`config.mk`:
```
export PLATFORM = sky130hd
export DESIGN_NAME = interrupt_flush_controller
export DESIGN_NICKNAME = d
export VERILOG_FILES = /design/src/rtl/cpu_pkg.sv /design/src/rtl/epc_select.sv /design/src/rtl/interrupt_flush_controller.sv
export SDC_FILE = /design/constraint.sdc
export NUM_CORES = 1
export LEC_CHECK = 0
export CAP_MARGIN = 15
export CORE_AREA = 2 2 71 73
export CTS_BUF_LIST = sky130_fd_sc_hd__clkbuf_8 sky130_fd_sc_hd__clkbuf_16
export CTS_CLUSTER_SIZE = 14
export DETAILED_ROUTE_END_ITERATION = 12
export DIE_AREA = 0 0 73 75
export DONT_BUFFER_PORTS = 1
export PLACE_DENSITY = 0.69
export SETUP_SLACK_MARGIN = 0.15
export SYNTH_ARGS = -nofsm -noshare
export SYNTH_HDL_FRONTEND = slang
export SYNTH_SLANG_ARGS = --single-unit
export TNS_END_PERCENT = 100
```
`constraint.sdc`:
```
create_clock -name clk -period 2 [get_ports clk]
set_input_delay 0.4 -clock clk [delete_from_list [all_inputs] [get_ports clk]]
set_output_delay 0.4 -clock clk [all_outputs]
set_load 0.03 [all_outputs]
```
`src/rtl/cpu_pkg.sv`:
```
// Shared CPU definitions: interrupt FSM encoding and controller defaults.
package cpu_pkg;
  localparam logic [1:0] IDLE    = 2'd0;
  localparam logic [1:0] ARMED   = 2'd1;
  localparam logic [1:0] FIRE    = 2'd2;
  localparam logic [1:0] HANDLER = 2'd3;

  localparam logic [31:0] HANDLER_PC_DEFAULT = 32'h0000_4180;
  localparam int          NUM_HWINT_DEFAULT  = 6;
endpackage

```
`src/rtl/epc_select.sv`:
```
// EPC source select: a delay-slot victim returns to its branch (PC-4), with 32-bit wrap.
module epc_select (
  input  logic [31:0] pc_i,
  input  logic        delay_slot_i,
  output logic [31:0] epc_o
);
  assign epc_o = delay_slot_i ? (pc_i - 32'd4) : pc_i;
endmodule

```
`src/rtl/interrupt_flush_controller.sv`:
```
// Hardware-interrupt entry/exit sequencer: flush pulse, fetch redirect, EPC capture, EXL.
module interrupt_flush_controller
  import cpu_pkg::*;
#(
  parameter logic [31:0] HANDLER_PC = HANDLER_PC_DEFAULT,
  parameter int          NUM_HWINT  = NUM_HWINT_DEFAULT
) (
  input  logic                 clk,
  input  logic                 reset,
  input  logic [NUM_HWINT-1:0] HWInt,
  input  logic [NUM_HWINT-1:0] IM,
  input  logic                 IE,
  input  logic                 ValidE,
  input  logic                 StallE,
  input  logic [31:0]          PCM,
  input  logic                 AtDelaySlotM,
  input  logic                 EXLClearM,
  output logic                 InterruptRequest,
  output logic                 PCRedirect,
  output logic [31:0]          RedirectPC,
  output logic                 EPCWrite,
  output logic [31:0]          EPC,
  output logic                 EXL,
  output logic [NUM_HWINT-1:0] CauseIP
);
  logic [1:0]           state_q, state_d;
  logic [31:0]          epc_q, epc_d;
  logic                 exl_q, exl_d;
  logic [NUM_HWINT-1:0] cause_ip_q;
  logic [31:0]          epc_sel;
  logic                 pend;

  epc_select u_epc_select (
    .pc_i        (PCM),
    .delay_slot_i(AtDelaySlotM),
    .epc_o       (epc_sel)
  );

  assign pend = IE & ~exl_q & (|(cause_ip_q & IM));

  always_comb begin
    state_d = state_q;
    epc_d   = epc_q;
    exl_d   = exl_q;
    case (state_q)
      IDLE:    if (pend) state_d = ARMED;
      // Only fire when E holds a real, advancing instruction so M has a valid victim next cycle.
      ARMED: begin
        if (!pend)                    state_d = IDLE;
        else if (ValidE && !StallE)   state_d = FIRE;
      end
      FIRE: begin
        epc_d   = epc_sel;
        exl_d   = 1'b1;
        state_d = HANDLER;
      end
      HANDLER: begin
        if (EXLClearM) begin
          exl_d   = 1'b0;
          state_d = IDLE;
        end
      end
      default: state_d = IDLE;
    endcase
  end

  always_ff @(posedge clk) begin
    if (reset) begin
      state_q    <= IDLE;
      epc_q      <= '0;
      exl_q      <= 1'b0;
      cause_ip_q <= '0;
    end else begin
      state_q    <= state_d;
      epc_q      <= epc_d;
      exl_q      <= exl_d;
      cause_ip_q <= HWInt;
    end
  end

  assign InterruptRequest = (state_q == FIRE);
  assign PCRedirect       = (state_q == FIRE);
  assign EPCWrite         = (state_q == FIRE);
  assign RedirectPC       = HANDLER_PC;
  assign EPC              = epc_q;
  assign EXL              = exl_q;
  assign CauseIP          = cause_ip_q;
endmodule

```
==> results of run 1 <==
-- through the flow --
step / cells / util (%) / area [um2]
CTS: 346 / 53.8 / 2510
global placement: 338 / 51.7 / 2410
global route: 347 / 54.0 / 2510
finish: 347 / 54.0 / 2510
detailed placement: 338 / 51.7 / 2410
floorplan: 319 / - / 2540
-- state kept, by name, summed over array words and instances, names as in the netlist, named ones only --
register / cells
state_q: 1
EXL: 1
EPC: 32
CauseIP: 6
-- worst max-delay path: cells and delay by family --
family,cells,cell delay (ns)
and+or+nand+nor,3,0.75
adders and majority gates,1,0.11
buffers and inverters,3,0.42
AOI/OAI and AO/OA,1,0.24
-- kinds of logic (layout without fill, tap and decap cells) --
| group | after synthesis | in the layout | share of synthesized area [%] |
|---|---|---|---|
| muxes | 1 | 1 | 0.470 |
| xor gates and xnor gates | 10 | 10 | 3.66 |
| and+or+nand+nor | 120 | 120 | 28.9 |
| buffers and inverters | 53 | 27 | 13.8 |
| other | 2 | 32 | 0.314 |
| AOI/OAI and AO/OA | 61 | 61 | 18.1 |
| adders and majority gates | 1 | 1 | 0.522 |
| DFF | 41 | 41 | 34.3 |
-- path summary, 6_finish.rpt --
check,cells past startpoint,end,startpoint,slack (ns)
worst min register to register,3,EXL,flip-flop,0.58
worst max-delay path,8,EPC[22],PCM[3],0.29
worst min-delay path,1,CauseIP[2],reset,0.17
worst max register to register,5,EPC[15],state_q[0],0.42
-- final cells by class --
| cell class | instances | area [um2] | share of cell area [%] |
|---|---|---|---|
| multi-input cells | 225 | 1370 | 54.4 |
| flip-flops and latches | 41 | 821 | 32.6 |
| repair buffers | 16 | 133 | 5.27 |
| clock buffers | 6 | 82.6 | 3.28 |
| well taps | 54 | 67.6 | 2.69 |
| inverters | 3 | 28.8 | 1.14 |
| clock inverters | 2 | 13.8 | 0.547 |
-- power by group through the flow --
stage / registers, mW / clock network, mW / logic [mW]
floorplan: 0.884 / 0 / 0.221
global placement: 0.887 / 0 / 0.177
detailed placement: 0.887 / 0 / 0.179
CTS: 0.868 / 0.595 / 0.179
global route: 0.870 / 0.632 / 0.197
finish: 0.867 / 0.568 / 0.180
-- what timing repair did --
action	in CTS	in global routing
hold buffers	0	0
resized for setup	0	0
setup endpoints to repair	0	1
buffers inserted	0	1
-- Yosys cell counts (3+ instances only) --
cell,number,share of area (%)
a21oi_1,6,1.3
buf_4,34,11
o21ai_0,12,2.5
nor2b_1,6,1.6
nand4_1,5,1.3
clkbuf_1,12,1.9
nand4b_1,3,1.1
dfxtp_1,41,34
xor2_1,8,2.9
nand3_1,8,1.7
nor3b_1,3,0.94
a211oi_1,10,3.1
buf_2,3,0.63
nor2_1,38,6.0
a22oi_1,3,0.94
nand2_1,16,2.5
or4_1,7,2.2
nor4_4,3,2.7
nor4_1,3,0.78
or2_2,3,0.78
o31ai_1,7,2.2
nor3_1,6,1.3
a311oi_1,16,5.9
or3_1,9,2.4
-- layer usage --
layer / global-route usage, % / up-vias / share of wire [%]
met5: 0 / - / 0
met4: 7.00 / 0 / 1.4
met3: 7.76 / 6 / 9.4
met2: 31.2 / 90 / 49
met1: 24.0 / 918 / 41
li1: - / 997 / -
==> flow_summary.toml, run 1 <==
[status]
outcome = "finished, final reports clean"

[global_route]
grt_first_pass_wirelength_um = 8300
antenna_found_initial = 0
grt_max_degree = 43
grt_pass1_vias = 1702
overflow = 0
grt_usage_pct = 19.6

[timing]
setup_viol = 0
fin_crit_ns = 1.71
finalCritPeriodShare_pct = 85.4
max_freq_ghz = 0.585
fin_ws_ns = 0.291
fin_setup_tns_ns = 0
hold_violations = 0
rsz0062_at_grt = "false"
slew_violations = 0
holdWs_ns = 0.169
fin_skew_ns = 0.00449

[critical_path]
end_kind = "flip-flop"
path_class = "in -> reg"
crit_path_max_fanout = 5
cpPeakStageDelay_ns = 0.33
worstPathArrival_ns = 1.92
crit_path_frequent_cell = "buf_4"
critPathSlowestCell = "or3_1"
cp-start-kind = "primary input"
path_cells = "inv_12 > ha_4 > nor4bb_1 > buf_4 > nand4_1 > buf_4 > or3_1 > a311oi_1"
required_ns = 2.21

[clocking]
clkLatencyLatePin_ns = 0.29
cts_root_buffer = "clkbuf_8"
clock_sinks = 41
ctsHtreeMaxLevel = 2
cts_buffers = 5
cts_tree = "yes"
clk_pin_slew_worst_paths_ns = 0.08
cts_buffer_depth = 2

[finish]
nNetsFinal = 344
layout_common_cells = "41 x dfxtp_1, 38 x nor2_1, 32 x conb_1"
drive_gt1_share_pct = 13.7
layout_commonest_cell = "dfxtp_1"
syn_to_final_growth_pct = 5.02
fill_cells = 460
insertedDiodeCount = 0

[yosys]
ys_ff_latch = 41
async_reset_ff_share_pct = 0
syn_area_per_cell_um2 = 8.29
synth_seq_area_share_pct = 34.3
synth_edf_count = 0
ys.flop_type = "dfxtp_1"
synthesis.instances = 289
netlist_area_um2 = 2390
yosysWarnings = 0
yosys.cell_types.count = 45

[power]
p_switching_uw = 450
p_sw_share_pct = 27.9
pwr-share-seq_pct = 53.7
power_density_nw_per_um2 = 642
p_comb_share_pct = 11.1
power_frac_clock_pct = 35.2
ir_worst_vdd_mv = 0.296
power.total_mw = 1.62
p_int_mw = 1.17
p_leak_nw = 0.816

[route]
drt-initial-drc-count = 68
ant_nets = 0
viasPerCell = 5.80
drc = 0
vias = 2011
drt_wl_total_um = 5460
drtPass1Iterations = 4
wl_per_cell_um = 15.7

[floorplan]
initial_core_util_pct = 51.4
die_w_um = 73
rows = 25
coreArea_um2 = 4660
dieArea_um2 = 5480
boundaryPins = 125
chipHeight_um = 75

[placement]
portBuffers = 0
dp_worst_setup_slack_ns = -0.00263
place_hpwl_um = 4170
place_congestion = 0.849

[worst_hold_path]
min_path_type = "in -> reg"

[flow_run]
cap_violations = 0
(Power assumes the default switching activity.)
==> run 2: changes to the inputs <==
- ABC_AREA: not set -> 1
- CORE_AREA: 2 2 71 73 -> 2 2 75 77
- DIE_AREA: 0 0 73 75 -> 0 0 77 79
==> run 2 against run 1 <==
Critical path depth fell by 5. Critical path type is now reg -> out. Sequential power grew 6.2%. Clock skew up 0.0037 ns. Clock-buffer cell count grew 1. Die area is 11% higher. Utilization decreased by 2.6 points. Largest cell class unchanged.
==> flow_summary.toml, run 2 <==
[critical_path]
path_class = "reg -> out"
worstPathArrival_ns = 1.33
ff2ff_path_depth = 6
cp-start-kind = "flip-flop"
end_kind = "primary output"
required_ns = 1.60
rrSetupSlack_ns = 0.58
crit_path_max_fanout = 53
rr_endpoint = "EPC[24]"

[yosys]
syn_area_per_cell_um2 = 6.51
yosysMostFrequentCell = "nand2_1"
synthesis.instances = 413
async_reset_ff_share_pct = 0
synth_edf_count = 0
netlist_area_um2 = 2690
yosysTopAreaCell = "dfxtp_1"
ys_ff_latch = 41
synth_commonest_cells = "80 x nand2_1, 64 x nor2_1, 54 x inv_1"
ys.flop_type = "dfxtp_1"
ys_top_cells_by_area = "dfxtp_1 31%, nand2_1 11%, buf_4 9.5%, nor2_1 8.9%, inv_1 7.5%"
synth_seq_area_share_pct = 30.5
yosysWarnings = 0
yosys.cell_types.count = 36
yosysTopAreaCellShare_pct = 30.5

[route]
drc = 0
vias = 2384
drt_wl_total_um = 6260
drt-initial-drc-count = 80
viasPerCell = 4.94
ant_nets = 0
drtPass1Iterations = 5
wl_per_cell_um = 13.0

[global_route]
grt_usage_pct = 21.1
overflow = 0
antenna_found_initial = 0
busiest_layer = "met2"
grt_first_pass_wirelength_um = 10200
use_met1_pct = 25.2
grt_pass1_vias = 2243
grt_max_degree = 54
grtUsageMet2_pct = 35.4
use_met3_pct = 7.95

[clocking]
cts_root_buffer = "clkbuf_8"
post-cts-setup-buffer-count = 0
cts_tree = "yes"
clock_sinks = 41
ctsHtreeMaxLevel = 2
cts_buffers = 5
clk_pin_slew_worst_paths_ns = 0.08
holdBufCountCts = 0
clkLatencyLatePin_ns = 0.29
cts.repair.resized = 0
cts_buffer_depth = 2

[finish]
fin_area_um2 = 2740
nNetsFinal = 462
multi_input_area_um2 = 1470
drive_gt1_share_pct = 10.5
fill_cells = 579
layout_common_cells = "80 x nand2_1, 64 x nor2_1, 54 x inv_1"
largest_reg_flops = 32
layout_commonest_cell = "nand2_1"
syn_to_final_growth_pct = 1.96
ff_latch_area_um2 = 821
insertedDiodeCount = 0

[timing]
hold_violations = 0
finalCritPeriodShare_pct = 86.5
rsz0062_at_grt = "false"
max_freq_ghz = 0.578
fin_skew_ns = 0.00815
fin_ws_ns = 0.271
fin_crit_ns = 1.73
fin_setup_tns_ns = 0
setup_viol = 0
holdWs_ns = 0.168
slew_violations = 0

[floorplan]
chipHeight_um = 79
rows = 27
coreArea_um2 = 5340
dieArea_um2 = 6080
boundaryPins = 125
initial_core_util_pct = 50.4
die_w_um = 77

[placement]
dp_worst_setup_slack_ns = 0.398
place_hpwl_um = 4800
post_dp_cell_area_um2 = 2640
portBuffers = 0
place_congestion = 0.883

[flow_run]
cap_violations = 0

[power]
p_int_mw = 1.22
ir_worst_vdd_mv = 0.292
power_frac_clock_pct = 33.9
power_density_nw_per_um2 = 648
p_leak_nw = 1.33
pwr-share-seq_pct = 51.9
p_switching_uw = 554
p_comb_share_pct = 14.2
p_sw_share_pct = 31.2

[worst_hold_path]
min_from = "reset"
min_path_type = "in -> reg"
hold_end = "EXL"
hold_depth = 1

[status]
outcome = "finished, final reports clean"
==> run 2: cell types whose count changed after synthesis, moves of 11 or more <==
| cell | before | now |
|---|---|---|
| a21oi_1 | 6 | 17 |
| a311oi_1 | 16 | 0 |
| inv_1 | 2 | 54 |
| nand2_1 | 16 | 80 |
| nor2_1 | 38 | 64 |
| nor2_2 | 0 | 12 |
==> run 2: cell families (layout without fill, tap and decap cells) <==
logic type                 Yosys count  count (layout)  synth area share [%]
and+or+nand+nor                    204             204                  35.6
other                                2              32                 0.279
adders and majority gates            1               1                 0.465
xor gates and xnor gates             8               8                  2.61
buffers and inverters              103              71                  19.2
DFF                                 41              41                  30.5
AOI/OAI and AO/OA                   54              54                  11.3
==> run 2: metrics by stage <==
| stage | power [mW] | utilization, % | instances |
|---|---|---|---|
| final | 1.77 | 51.3 | 483 |
| after global routing | 1.86 | 51.3 | 483 |
| after CTS | 1.79 | 51.3 | 483 |
| after detailed placement | 1.19 | 49.4 | 475 |
| after global placement | 1.19 | 49.4 | 475 |
| after floorplan | 1.21 | - | 443 |
==> run 2: final cells by class <==
cell class	count	share of cell area, %
Clock buffer	7	3.52
Clock inverter	1	0.183
Inverter	60	8.22
Multi-Input combinational cell	299	53.6
Sequential cell	41	30.0
Tap cell	72	3.29
Timing Repair Buffer	3	1.28
==> run 2: how the worst max path moves through the flow <==
stage	start	end	slack, ns
after floorplan	flip-flop	InterruptRequest	0.24
after global placement	PCM[2]	EPC[24]	0.45
after detailed placement	PCM[2]	EPC[24]	0.40
after CTS	flip-flop	InterruptRequest	0.24
after global routing	flip-flop	EPCWrite	0.16
final	flip-flop	EPCWrite	0.27
==> run 2: per-layer routing <==
layer	vias up	part of all wire, %	routed length (um)
met3	6	9.6	601
met5	-	0	0
met4	0	1.1	67
li1	1233	-	-
met1	1047	44	2730
met2	98	46	2860
==> run 2: worst max-delay path, stage by stage (launching register included) <==
cell,delay [ns]
dfxtp_1,0.34
inv_1,0.09
nor2_4,0.25
buf_12,0.33
==> run 2: power groups by stage <==
stage          clock, mW  sequential (mW)  combinational, mW
2_1_floorplan          0            0.934              0.271
3_3_place_gp           0            0.940              0.248
3_5_place_dp           0            0.940              0.250
4_1_cts            0.620            0.921              0.251
5_1_grt            0.658            0.925              0.282
6_report           0.602            0.921              0.252
==> run 3: changes to the inputs <==
- HOLD_SLACK_MARGIN: not set -> 0.03
- RECOVER_POWER: not set -> 100
==> run 3 against run 2 <==
Largest power group unchanged. Design area did not move. Combinational power about the same. Clock-buffer cell count unchanged. Hold slack is essentially flat. Critical path type unchanged. Non-clock buffer count stayed put.
==> flow_summary.toml, run 3 (synthesis results as in run 2) <==
[status]
outcome = "finished, final reports clean"

[flow_run]
cap_violations = 0

[finish]
fin_area_um2 = 2740
fill_cells = 579
syn_to_final_growth_pct = 1.96
largest_reg_flops = 32
insertedDiodeCount = 0
drive_gt1_share_pct = 10.2
ff_latch_area_um2 = 821
utilization_pct = 51.3
fin_cells = 483
multi_input_area_um2 = 1470
nNetsFinal = 462
layout_commonest_cell = "nand2_1"
layout_common_cells = "80 x nand2_1, 64 x nor2_1, 55 x inv_1"

[clocking]
clk_pin_slew_worst_paths_ns = 0.08
holdBufCountCts = 0
ctsHtreeMaxLevel = 2
cts_buffers = 5
post-cts-setup-buffer-count = 0
cts_root_buffer = "clkbuf_8"
clock_sinks = 41
cts_tree = "yes"
cts_buffer_depth = 2
clkLatencyLatePin_ns = 0.29
cts.repair.resized = 0

[global_route]
grt_usage_pct = 21.1
grt_max_degree = 54
grt_pass1_vias = 2243
grt_first_pass_wirelength_um = 10200
overflow = 0
antenna_found_initial = 0

[route]
drt-initial-drc-count = 80
viasPerCell = 4.93
drc = 0
ant_nets = 0
vias = 2383
drtPass1Iterations = 5
drt_wl_total_um = 6250
wl_per_cell_um = 12.9

[power]
ir_worst_vdd_mv = 0.292
p_leak_nw = 1.33
power_density_nw_per_um2 = 648

[timing]
setup_viol = 0
fin_setup_tns_ns = 0
slew_violations = 0
finalCritPeriodShare_pct = 86.0
rsz0062_at_grt = "false"
fin_skew_ns = 0.00811
fin_crit_ns = 1.72
hold_violations = 0
max_freq_ghz = 0.581

[floorplan]
rows = 27
die_w_um = 77
chipHeight_um = 79
dieArea_um2 = 6080
coreArea_um2 = 5340
initial_core_util_pct = 50.4
boundaryPins = 125

[placement]
post_dp_cell_area_um2 = 2640
portBuffers = 0
place_congestion = 0.883
place_hpwl_um = 4800
place_inst = 475

[critical_path]
worstPathArrival_ns = 1.32
cp-start-kind = "flip-flop"
required_ns = 1.60
end_kind = "primary output"
crit_path_max_fanout = 53
path_class = "reg -> out"

[worst_hold_path]
min_path_type = "in -> reg"
run 3: changes by cell type in the layout (fill, tap and decap cells not counted):
cell,before,now
inv_1,54,55
o21ai_0,22,24
inv_2,6,5
o21ai_1,4,2
run 3: worst max-delay path, stage by stage (launching register included):
cell and delay (ns):
dfxtp_1 0.34, inv_1 0.09, nor2_4 0.24, buf_12 0.32
run 3: worst paths after layout:
path	startpoint	endpoint	slack (ns)	cells past startpoint
worst max register to register	flip-flop	EPC[24]	0.59	6
worst min-delay path	reset	EXL	0.17	1
worst max-delay path	flip-flop	EPCWrite	0.28	3
worst min register to register	flip-flop	flip-flop	0.58	2
run 3: layout make-up:
class / count / share of cell area (%)
Timing Repair Buffer: 3 / 1.28
Sequential cell: 41 / 30.0
Clock buffer: 7 / 3.52
Clock inverter: 1 / 0.183
Inverter: 60 / 8.22
Multi-Input combinational cell: 299 / 53.6
Tap cell: 72 / 3.29
run 3: stage by stage:
stage	hold WS [ns]	power, mW	setup WS, ns
floorplan	0.500	1.21	0.239
global placement	0.472	1.19	0.453
detailed placement	0.477	1.19	0.398
CTS	0.155	1.79	0.240
global route	0.154	1.86	0.174
finish	0.168	1.77	0.280
run 3: report_power, final:
| group | switching (mW) | leakage [nW] | internal (mW) | total (mW) |
|---|---|---|---|---|
| logic | 0.189 | 0.940 | 0.0624 | 0.252 |
| clock network | 0.290 | 0.0542 | 0.312 | 0.602 |
| registers | 0.0748 | 0.333 | 0.846 | 0.921 |
run 3: routing by layer:
layer  routed length (um)  vias to the layer above  track usage [%]
met2                 2860                      100             35.4
met4                   67                        0             6.61
met1                 2710                     1044             25.2
met5                    0                        -                0
li1                     -                     1233                -
met3                  613                        6             7.95
